**src/rtl/instr_loader_pkg.sv**
```systemverilog
// rtl/instr_loader_pkg.sv - shared types and constants for the boot-time instruction loader
package instr_loader_pkg;

    typedef enum logic [2:0] {
        IDLE  = 3'd0,
        RECV  = 3'd1,
        WRITE = 3'd2,
        DONE  = 3'd3,
        ERR   = 3'd4
    } state_t;

    localparam int BYTES_PER_WORD = 4;
    localparam int WORD_ADDR_STEP = 4;

endpackage

```
**src/rtl/instr_loader_byte_packer.sv**
```systemverilog
// rtl/instr_loader_byte_packer.sv - little-endian byte-to-word packer with clear and load enable
module loader_byte_packer (
    input  logic        clk,
    input  logic        rst,
    input  logic        clear,
    input  logic        load,
    input  logic [7:0]  data,
    output logic [1:0]  idx,
    output logic [31:0] word
);

    // Clear wins over load so a restart never keeps a stale partial word.
    always_ff @(posedge clk or posedge rst) begin
        if (rst) begin
            idx  <= 2'd0;
            word <= 32'd0;
        end else if (clear) begin
            idx  <= 2'd0;
            word <= 32'd0;
        end else if (load) begin
            word[8*idx +: 8] <= data;
            idx              <= idx + 2'd1;
        end
    end

endmodule

```
**src/rtl/instr_loader.sv**
```systemverilog
// rtl/instr_loader.sv - packs a byte stream into instruction memory and releases the CPU once loaded
module instr_loader
    import instr_loader_pkg::*;
#(
    parameter int DEPTH_WORDS = 32
) (
    input  logic        clk_i,
    input  logic        rst_i,
    input  logic        start_i,
    input  logic        byte_valid_i,
    input  logic [7:0]  byte_data_i,
    input  logic        byte_last_i,
    output logic        byte_ready_o,
    output logic        im_we_o,
    output logic [31:0] im_addr_o,
    output logic [31:0] im_wdata_o,
    output logic        cpu_nrst_o,
    output logic        busy_o,
    output logic        done_o,
    output logic        err_o,
    output logic [15:0] word_count_o
);

    localparam logic [15:0] DEPTH_LIMIT = 16'(DEPTH_WORDS);
    localparam logic [1:0]  LAST_IDX    = 2'(BYTES_PER_WORD - 1);

    state_t      state;
    state_t      state_nxt;
    logic [15:0] word_count;
    logic        last_q;
    logic [1:0]  byte_idx;
    logic [31:0] word;
    logic        accept;
    logic        overflow;
    logic        restart;

    assign accept   = (state == RECV) && byte_valid_i;
    assign overflow = accept && (word_count == DEPTH_LIMIT);
    assign restart  = start_i && ((state == IDLE) || (state == DONE) || (state == ERR));

    loader_byte_packer u_packer (
        .clk   (clk_i),
        .rst   (rst_i),
        .clear (restart || (state == WRITE)),
        .load  (accept && !overflow),
        .data  (byte_data_i),
        .idx   (byte_idx),
        .word  (word)
    );

    always_ff @(posedge clk_i or posedge rst_i) begin
        if (rst_i) begin
            state <= IDLE;
        end else begin
            state <= state_nxt;
        end
    end

    always_comb begin
        state_nxt = state;
        case (state)
            IDLE, DONE, ERR: begin
                if (start_i) state_nxt = RECV;
            end
            RECV: begin
                // Overflow is checked first: the byte that would start word DEPTH_WORDS is dropped.
                if (overflow) begin
                    state_nxt = ERR;
                end else if (accept && ((byte_idx == LAST_IDX) || byte_last_i)) begin
                    state_nxt = WRITE;
                end
            end
            WRITE: begin
                state_nxt = last_q ? DONE : RECV;
            end
            default: state_nxt = IDLE;
        endcase
    end

    always_ff @(posedge clk_i or posedge rst_i) begin
        if (rst_i) begin
            word_count <= 16'd0;
            last_q     <= 1'b0;
        end else if (restart) begin
            word_count <= 16'd0;
            last_q     <= 1'b0;
        end else begin
            if (state == WRITE) word_count <= word_count + 16'd1;
            if (accept && !overflow) last_q <= byte_last_i;
        end
    end

    assign byte_ready_o = (state == RECV);
    assign im_we_o      = (state == WRITE);
    assign im_addr_o    = 32'(word_count) * 32'(WORD_ADDR_STEP);
    assign im_wdata_o   = (state == WRITE) ? word : 32'd0;
    assign cpu_nrst_o   = (state == DONE);
    assign busy_o       = (state == RECV) || (state == WRITE);
    assign done_o       = (state == DONE);
    assign err_o        = (state == ERR);
    assign word_count_o = word_count;

endmodule

```
**config.mk**
```make
export PLATFORM = sky130hd
export DESIGN_NAME = instr_loader
export DESIGN_NICKNAME = d
export VERILOG_FILES = /design/src/rtl/instr_loader_pkg.sv /design/src/rtl/instr_loader_byte_packer.sv /design/src/rtl/instr_loader.sv
export SDC_FILE = /design/constraint.sdc
export NUM_CORES = 1
export LEC_CHECK = 0
export ABC_AREA = 1
export ABC_CLOCK_PERIOD_IN_PS = 1900
export CORE_ASPECT_RATIO = 0.7
export CORE_MARGIN = 2
export CORE_UTILIZATION = 48
export CTS_CLUSTER_DIAMETER = 60
export DETAILED_ROUTE_END_ITERATION = 8
export PLACE_DENSITY = 0.88
export SETUP_SLACK_MARGIN = 0.02
export SLEW_MARGIN = 30
export SYNTH_ARGS = -nofsm -noshare
export SYNTH_HDL_FRONTEND = slang
export SYNTH_HIERARCHICAL = 1
export SYNTH_SLANG_ARGS = --single-unit
```
**constraint.sdc**
```tcl
create_clock -name clk_i -period 1.9 [get_ports clk_i]
set_input_delay 0.57 -clock clk_i [delete_from_list [all_inputs] [get_ports clk_i]]
set_output_delay 0.57 -clock clk_i [all_outputs]
set_load 0.05 [all_outputs]
```
==> results.yml, run 1 <==
status:
  status: "finished, violations left"
  violations: "setup timing"
cells_and_area:
  layout.nets: 621
  drive_above_1_share_pct: 33.89
  diodes: 0
  nFillCells: 352
  area_growth_pct: 64.40
  post-route-util_pct: 82.35
synth:
  synth-adder-area-share_pct: 2.564
  yosys_warnings: 6
  synth_edf_count: 0
  synth_simple_gate_area_share_pct: 35.86
  synth_mux_area_share_pct: 0
  synth_top_family_by_area: "simple AND/OR/NAND/NOR gates"
  postSynthCellCount: 493
  synth-compound-area-share_pct: 4.579
  synthArstFlopShare_pct: 100.0
  netlist_area_sq_mm: 0.003416
  synth_area_per_cell_sq_um: 6.929
  synthFlopType: "dfrtp_1"
  synth.distinct_cells: 31
  seq_area_frac_synth_pct: 39.56
  synth_xor_area_share_pct: 0
  synth_seq_cells: 54
sta:
  setup_violations: 59
  timing.final.ws_setup_ns: -0.1748
  fin_crit_sh_pct: 109.2
  rsz0062_at_grt: "yes"
  hold_viol_final: 0
  drv_slew: 0
  fmax_ghz: 0.4820
  min_period_ns: 2.075
  skew_ns: 0.01052
grt:
  track_usage_pct: 29.96
  grt_max_degree: 35
  grt_pass1_vias: 3673
  grt-ovfl-total: 0
  grt_first_pass_wirelength_um: 18200
  antenna_found_initial: 0
floorplan:
  die_h_um: 74.58
  start_util_pct: 50.09
  core_area_sq_mm: 0.006819
  die_w_um: 104.8
  rows: 25
  io_pins: 99
  die_area_sq_mm: 0.007818
place:
  dpl.hpwl_um: 7594
  portBuffers: 82
  gp_congestion: 0.9342
  pre_cts_slack_ns: -0.2658
clock_network:
  hold_buffers: 0
  clock_latency_ns: 0.32
  clk_pin_slew_ns: 0.10
  clk_path_buf_depth: 2
  tritoncts: "built"
  cts.sinks: 54
  root_buffer: "clkbuf_8"
  htreeDepth: 2
  cts_buffers: 5
pwr:
  power.internal_mw: 3.053
  power_density_mw_per_mm2: 1060
  vdd_ir_drop_max_uv: 574.5
  p_leak_nw: 2.710
  switching_share_pct: 48.72
  fin_total_pwr_mw: 5.952
  seqPwrFrac_pct: 23.0
  p_clk_share_pct: 16.4
  p_sw_mw: 2.900
  power_frac_comb_pct: 60.7
critical_path:
  arrival_ns: 1.50
  end_kind: "output pin"
  slowest_delay_ns: 0.41
  critical_path_class: "flop to output pin"
  crit_chain: "inv_2 > nand3_4 > buf_12 > nor2_2 > buf_12"
  cp.required_ns: 1.33
  crit_slowest_cell: "dfrtp_1"
  crit_path_start_kind: "flop"
  path_common_cell: "buf_12"
  cp_max_fo: 12
  crit_buf_inv: 3
  cp_top_family: "buffers and inverters"
detailed_routing:
  num_vias: 4065
  routed_wl_um: 13740
  drc: 0
  viasPerCell: 5.841
  wl_per_cell_um: 19.75
  drt_iter0_drc: 530
  drtAntennaViolNets: 0
  drt_pre_antenna_iters: 9
hold_path:
  hp-class: "flop to flop"
flow_run:
  maxCapViolations: 0
## power by group through the flow
stage / combinational, mW / clock (mW) / sequential [mW]
after detailed placement: 2.77 / 0 / 1.37
after global routing: 3.76 / 1.02 / 1.38
after global placement: 2.65 / 0 / 1.36
after CTS: 3.06 / 0.970 / 1.36
final: 3.61 / 0.974 / 1.37
after floorplan: 1.77 / 0 / 1.43
## synth_stat cells, types with 3 or more instances
cell type,instances,area [sq um]
ha_1,7,87.58
nor2_1,77,289.0
dfrtp_1,54,1351
nor3_1,4,20.02
nand4_1,5,31.28
inv_1,77,289.0
nand2_1,142,533.0
nand2_4,4,45.04
clkbuf_1,3,11.26
buf_4,35,262.8
a21oi_1,11,55.05
o21ai_0,12,60.06
nor2_2,3,18.77
nor2_4,3,33.78
nand3_1,35,175.2
nand2_2,3,18.77
## path summary, 6_finish.rpt
path / start / cells past startpoint / endpoint / slack, ns
max reg2reg: word_count_o[11] / 10 / u_packer/word[22] / -0.08
min: u_packer/word[4] / 2 / u_packer/word[4] / 0.51
max: state[0] / 5 / im_wdata_o[23] / -0.17
min in group asynchronous: rst_i / 3 / word_count_o[13] / 0.60
min reg2reg: u_packer/word[4] / 2 / u_packer/word[4] / 0.51
max in group asynchronous: rst_i / 3 / u_packer/word[18] / 0.90
## cell type report
cell class              instances  area, sq um  area share, %
well taps                      94        117.6          2.094
clock buffers                   6        82.58          1.471
inverters                      80        317.8          5.660
repair buffers                126         1846          32.87
flip-flops and latches         54         1354          24.11
clock inverters                 2        60.06          1.070
multi-input cells             334         1838          32.73
## kinds of logic (layout without fill, tap and decap cells)
| kind of cell | count (synthesis) | after routing |
|---|---|---|
| fa+ha+maj | 7 | 7 |
| buf+inv | 121 | 214 |
| simple gates | 282 | 283 |
| compound gates | 28 | 28 |
| flops | 54 | 54 |
| other cells | 1 | 16 |
## metrics by stage
stage / TNS, ns / std cells / hold WS (ns) / cell area, sq um
after floorplan: -2.986 / 508 / 0.4419 / 3548
after global placement: -4.096 / 673 / 0.4581 / 5074
after detailed placement: -6.638 / 673 / 0.4689 / 5074
after CTS: -2.920 / 685 / 0.4917 / 5401
after global routing: -6.979 / 696 / 0.5365 / 5615
final: -4.637 / 696 / 0.5068 / 5615
## state kept, by name (all words and copies together) (netlist names)
register	count
u_packer/word	32
state	3
u_packer/idx	2
last_q	1
word_count_o	16
## layer usage
metal	vias to the layer above	wire [um]	track usage [%]
li1	1661	-	-
met1	1890	4806	35.06
met2	400	6322	51.59
met3	114	1764	9.115
met4	0	849	14.52
met5	-	0	0
## cells in the final DEF (no fill, tap or decap), types with 2 or more instances in the layout
cell type / netlist / routed
clkdlybuf4s50_1: 0 / 12
inv_1: 77 / 71
buf_12: 0 / 67
nand2_1: 142 / 135
dfrtp_2: 0 / 2
nand4_1: 5 / 5
nor2_1: 77 / 41
inv_4: 1 / 5
a21oi_1: 11 / 11
ha_1: 7 / 6
nand2_2: 3 / 10
nand3_4: 0 / 2
inv_2: 2 / 3
clkbuf_8: 0 / 6
nor2_2: 3 / 15
nand3_1: 35 / 28
buf_6: 0 / 3
nor2_4: 3 / 28
nor3_1: 4 / 4
nand3_2: 1 / 6
nand2_4: 4 / 4
bufinv_16: 0 / 2
o21ai_0: 12 / 11
buf_4: 35 / 43
dfrtp_1: 54 / 52
conb_1: 1 / 16
## repair_timing
item,CTS,global route
setup endpoints to repair,59,77
setup buffers,3,10
resized for setup,36,38
pin swaps,2,12
gates cloned,1,1
## worst reg2reg max path, cell delays in order, from the launching register on
cell	delay, ns
dfrtp_1	0.41
nor2_1	0.23
nand2_1	0.11
nor2_2	0.19
nand2_2	0.11
nand2_2	0.13
clkinv_4	0.10
buf_4	0.16
a21oi_4	0.26
nand2_1	0.14
nand2_1	0.09
Power figures use the tool's default switching activity.
==> run 2: changes to the inputs <==
--- a/config.mk
+++ b/config.mk
@@ -7,6 +7,7 @@
 export LEC_CHECK = 0
 export ABC_AREA = 1
 export ABC_CLOCK_PERIOD_IN_PS = 1900
+export CAP_MARGIN = 20
 export CORE_ASPECT_RATIO = 0.7
 export CORE_MARGIN = 2
 export CORE_UTILIZATION = 48
==> results of run 2 <==
The final DEF is identical to that of run 1; final timing and power are the same.
